**config.mk**
```make
export PLATFORM = sky130hd
export DESIGN_NAME = uart_tx_fifo
export DESIGN_NICKNAME = d
export VERILOG_FILES = /design/src/rtl/uart_tx_fifo.sv
export SDC_FILE = /design/constraint.sdc
export NUM_CORES = 1
export LEC_CHECK = 0
export ABC_AREA = 1
export BUFFER_PORTS_ARGS = -buffer_cell sky130_fd_sc_hd__buf_4
export CAP_MARGIN = 20
export CORE_MARGIN = 10
export CORE_UTILIZATION = 65
export CTS_BUF_LIST = sky130_fd_sc_hd__clkbuf_8
export CTS_CLUSTER_SIZE = 28
export DETAILED_ROUTE_END_ITERATION = 10
export MAX_ROUTING_LAYER = met4
export PLACE_DENSITY = 0.84
export SYNTH_ARGS = -nofsm -noshare
export SYNTH_HDL_FRONTEND = slang
export SYNTH_SLANG_ARGS = --single-unit
```
**constraint.sdc**
```tcl
create_clock -name tx_clk -period 4.05 [get_ports tx_clk]
set_input_delay 0.6075 -clock tx_clk [delete_from_list [all_inputs] [get_ports tx_clk]]
set_output_delay 0.6075 -clock tx_clk [all_outputs]
set_load 0.05 [all_outputs]
```
**src/rtl/uart_tx_fifo.sv**
```systemverilog
// Purpose : byte FIFO between a bus-side writer and a UART transmitter core (show-ahead head byte).
// Latency : a byte pushed into an empty FIFO at edge N is presented on tx_data/tx_valid after edge N.
// Backpress: pushes while full are dropped (optionally flagged on ovf); the head byte holds until tx_ready.
//
// Ports:
//   tx_clk    - single clock, all state updates on its rising edge
//   reset_n   - synchronous active-low reset (highest priority)
//   wr_en     - push request; wr_data is the byte to push
//   flush     - synchronous clear of all queued bytes (beats push and pop)
//   full      - FIFO holds DEPTH bytes
//   empty     - FIFO holds no bytes
//   level     - bytes currently held, 0..DEPTH
//   ovf       - sticky overflow flag; ovf_clr clears it
//   tx_valid  - head byte available (== !empty)
//   tx_data   - head byte (don't-care while tx_valid=0)
//   tx_ready  - transmitter accepts the head byte
//
// Build option: define UART_TX_FIFO_OVF_EN to enable the sticky overflow
// flag. Without it ovf is tied low and ovf_clr is ignored; the port list is
// the same in both builds.
//
// DEPTH must be a power of two in 2..256, and AW must equal log2(DEPTH).

module uart_tx_fifo #(
  parameter int DEPTH = 16,
  parameter int AW    = 4
) (
  input  logic          tx_clk,
  input  logic          reset_n,
  input  logic          wr_en,
  input  logic [7:0]    wr_data,
  input  logic          flush,
  output logic          full,
  output logic          empty,
  output logic [AW:0]   level,
  output logic          ovf,
  input  logic          ovf_clr,
  output logic          tx_valid,
  output logic [7:0]    tx_data,
  input  logic          tx_ready
);

  // Occupancy value that means "full", sized to the count register.
  localparam logic [AW:0] LVL_FULL = (AW+1)'(DEPTH);

  // ---------------------------------------------------------------------
  // State
  // ---------------------------------------------------------------------
  logic [7:0]    mem [DEPTH];
  logic [AW-1:0] wr_ptr;
  logic [AW-1:0] rd_ptr;
  logic [AW:0]   count;

  // ---------------------------------------------------------------------
  // Status, derived from registered state only
  // ---------------------------------------------------------------------
  assign full     = (count == LVL_FULL);
  assign empty    = (count == '0);
  assign level    = count;
  assign tx_valid = !empty;

  // Show-ahead: the head entry is always visible on tx_data.
  assign tx_data  = mem[rd_ptr];

  // ---------------------------------------------------------------------
  // Transfer qualification
  // ---------------------------------------------------------------------
  // A push is only judged against the full flag at the start of the cycle,
  // so a write arriving while full is dropped even if a pop frees a slot
  // in the same cycle. Flush suppresses both transfers.
  logic push;
  logic pop;
  logic drop;

  assign push = wr_en && !full && !flush;
  assign pop  = tx_valid && tx_ready && !flush;
  assign drop = wr_en && full;

  // ---------------------------------------------------------------------
  // Storage array: not reset, only written on an accepted push
  // ---------------------------------------------------------------------
  always_ff @(posedge tx_clk) begin
    if (push) begin
      mem[wr_ptr] <= wr_data;
    end
  end

  // ---------------------------------------------------------------------
  // Pointers and occupancy count
  // ---------------------------------------------------------------------
  // Pointers are exactly AW bits wide and DEPTH is a power of two, so the
  // natural binary rollover implements the modulo-DEPTH wrap.
  always_ff @(posedge tx_clk) begin
    if (!reset_n) begin
      wr_ptr <= '0;
      rd_ptr <= '0;
      count  <= '0;
    end else if (flush) begin
      wr_ptr <= '0;
      rd_ptr <= '0;
      count  <= '0;
    end else begin
      if (push) begin
        wr_ptr <= wr_ptr + AW'(1);
      end
      if (pop) begin
        rd_ptr <= rd_ptr + AW'(1);
      end
      // Push is blocked when full and pop is blocked when empty, so the
      // count can never leave 0..DEPTH.
      case ({push, pop})
        2'b10:   count <= count + (AW+1)'(1);
        2'b01:   count <= count - (AW+1)'(1);
        default: count <= count;
      endcase
    end
  end

  // ---------------------------------------------------------------------
  // Sticky overflow flag
  // ---------------------------------------------------------------------
`ifdef UART_TX_FIFO_OVF_EN
  logic ovf_q;

  // A dropped write sets the flag even in a cycle that also requests a
  // clear, so an overflow is never silently lost. Flush does not touch it.
  always_ff @(posedge tx_clk) begin
    if (!reset_n) begin
      ovf_q <= 1'b0;
    end else if (drop) begin
      ovf_q <= 1'b1;
    end else if (ovf_clr) begin
      ovf_q <= 1'b0;
    end
  end

  assign ovf = ovf_q;
`else
  // Feature disabled: flag tied low, clear input and drop detect unused.
  logic unused_ovf_sig;

  assign unused_ovf_sig = ovf_clr ^ drop;
  assign ovf            = 1'b0;
`endif

endmodule

```
==> results by group <==
Pwr
  • Pleak: around 2.4 nW
  • PD cells: 423 nW/um2
  • VDD IR max: 0.302 mV

Clock network
  • CTS tree: done
  • Setup Buffers After CTS: 0
  • Reg clk slew, reported paths: 0.09 ns
  • Total CTS buffers: 17
  • H-tree depth: 4
  • # hold bufs at CTS: 0
  • PostCTS Resize Cnt: 0
  • Max clock buf depth: 2
  • CTS Root Cell: clkbuf_8
  • CTS sink count: 145
  • Worst-Skew Late Latency: 0.44 ns

Synth
  • Ys flop type: edfxtp_1
  • Top cells by area, synth: edfxtp_1 62%, dfxtp_1 5.5%, mux2i_1 5.2%, o211ai_1 3.9%, inv_1 3.7%
  • Synth top area share: 62.4%
  • Mapped Nets: just over 500
  • Register bit total from synthesis: 145
  • Synthesized area: 6160 um2
  • Area share of xor/xnor cells in the synthesized design: less than 1%
  • Largest family of logic cells by synthesized area: compound AO/OA/AOI/OAI gates
  • Post-synth top area cell: edfxtp_1
  • Mux cell area share after synthesis: under 10%
  • Syn. warnings: 0
  • Post-Synth Adder-Cell Area: about 1.6%
  • Unique masters post-synth: 34
  • Post-synthesis compound-gate area fraction: between 10% and 20%
  • Most frequent cell after synthesis: edfxtp_1
  • Ys async rst share: 0%
  • Sequential share of the synthesized area: just under 70%
  • Number of flops mapped to enable cells by yosys: approximately 130
  • Cell count after synthesis: ~490
  • Syn avg cell area: between 10 and 15 um2
  • Post-synthesis simple-gate area fraction: just over 7%
  • Synth top cells by count: 128 x edfxtp_1, 60 x inv_1, 41 x o21ai_0, 37 x a21oi_1

Critical path
  • Kind of critical path: reg2out
  • Max FO, Critical Path: 51
  • CP Data Required Time: 3.44 ns
  • Setup crit start kind: flop
  • Critical Path AT: 2.50 ns
  • Setup crit end kind: primary output

STA
  • Max_slew headroom: a little over a quarter
  • Fin Setup TNS: 0 ns
  • Max Clk Rate: about 320 MHz
  • Pins Over Slew Limit: 0
  • Final setup fails: 0
  • Post-layout minimum cycle time: approximately 3.1 ns
  • Worst Tran Pin Value: between 1 and 1.5 ns
  • Hold_ws: 0.498 ns
  • RSZ-0062 raised after global routing: no
  • Setup Skew: 0.00987 ns
  • Period utilization: about three quarters
  • Hold Vio Cnt, Final: 0

Final layout
  • Nets: 535
  • Fillers: between 500 and 600
  • Synth-to-Final Area Change: 10.6%
  • Ratio of cells with drive above 1 in the final layout: roughly 15%
  • Seq. cell area: roughly 4200 um2
  • Cell area after layout: roughly 7000 um2
  • Inserted Diodes: 0
  • Multi-input gate area: between 1500 and 2000 um2

Global routing
  • Largest net degree at the start of global routing: 52
  • Initial antenna violation count: 0
  • First-pass GRT wire length: between 15,000 and 20,000 um
  • Number of global-route vias before repair: about 3,700
  • Grt ovf: 0
  • Gr usage total: a little under a fifth

Route
  • Routed Antenna Nets: 0
  • Vias: a little under 4,000
  • WL/cell: ~19 um
  • WL final: 12,500 um
  • 1st-iter DRT viols: 365
  • Via-to-Cell Ratio: ~5.9
  • Initial DRT Pass Iterations: 5
  • Drt drc: 0

Hold path
  • Hold Crit Class: in2reg

Placement
  • Hpwl dp: ~7800 um
  • Post-Place Cell Area: around 6400 um2
  • I/O Buffers: 28
  • Gpl congestion: roughly 0.88

Floorplanning
  • Rows: 35
  • Die Wd: approximately 120 um
  • Initial Util: 66.7%
  • DIE AREA: about 14,000 um2
  • Die Ht: between 100 and 150 um
  • Placeable Area: approximately 9200 um2
  • I/O pin cnt: 31

Status
  • Status: completed

Run
  • Max_cap viols: 0
-- layer usage --
metal  vias to the layer above  global-route usage [%]  share of wire (%)
met5                         -                       -                  0
met3                        32                    3.74                7.4
met4                         0                    8.06                3.0
met1                      1842                    23.2                 41
li1                       1802                       -                  -
met2                       207                    28.6                 48
-- registers in the layout (all words and copies together), names as in the netlist, named ones only --
name / count
mem: 128
rd_ptr: 4
level: 5
wr_ptr: 4
-- metrics by stage --
stage | instances | util (%) | total power, mW | setup WS [ns]
after detailed placement | 623 | 69.7 | 1.87 | 1.43
after global placement | 623 | 69.7 | 1.86 | 1.46
after CTS | 655 | 73.7 | 2.89 | 0.947
after floorplan | 486 | - | 1.80 | 1.58
after global routing | 655 | 73.7 | 2.98 | 0.787
final | 655 | 73.7 | 2.88 | 0.942
-- cells in the final DEF (no fill, tap or decap), types with 9 or more instances in the layout --
| master | synthesis | routed |
|---|---|---|
| inv_1 | 60 | 60 |
| edfxtp_1 | 128 | 128 |
| nand2_1 | 27 | 27 |
| o21ai_0 | 41 | 41 |
| nand3_1 | 13 | 13 |
| nor2_1 | 29 | 29 |
| a21oi_1 | 37 | 37 |
| mux2i_1 | 32 | 32 |
| inv_6 | 1 | 9 |
| o211ai_1 | 32 | 32 |
| dfxtp_1 | 17 | 16 |
| buf_4 | 1 | 32 |
| clkbuf_8 | 0 | 17 |
-- cell type report --
| cell class | count | area share [%] |
|---|---|---|
| timing repair buffer | 32 | 3.53 |
| sequential | 145 | 61.5 |
| multi-input combinational | 254 | 23.7 |
| tap | 129 | 2.37 |
| clock buffer | 17 | 3.43 |
| clock inverter | 15 | 1.98 |
| inverter | 63 | 3.55 |
-- worst max-delay path, cell delays in order (launching register included) --
cell      delay, ns
dfxtp_4        0.75
buf_4          0.39
mux2i_1        0.24
o21ai_0        0.14
o211ai_1       0.23
nand2_1        0.09
buf_4          0.21
-- report_power, final --
part | leakage, nW | total [mW] | switching [mW] | internal [mW]
clock network | 0.193 | 1.05 | 0.595 | 0.453
registers | 1.29 | 1.64 | 0.0103 | 1.63
logic | 0.905 | 0.195 | 0.138 | 0.0562
-- cells by family after synthesis --
family,Yosys count
multiplexers,32
flip-flops,145
AND/OR/NAND/NOR,91
XOR/XNOR,5
adder cells (fa/ha/maj),8
other,1
AO/OA/AOI/OAI,117
buffers and inverters,87
-- path summary, 6_finish.rpt --
check / from / end / slack, ns / cells past startpoint
min: wr_data[4] / mem[4][4] / 0.50 / 1
max: flop / tx_data[5] / 0.94 / 6
min reg2reg: wr_ptr[2] / wr_ptr[2] / 0.50 / 2
max reg2reg: level[0] / level[4] / 1.77 / 13
(Power assumes the default switching activity.)
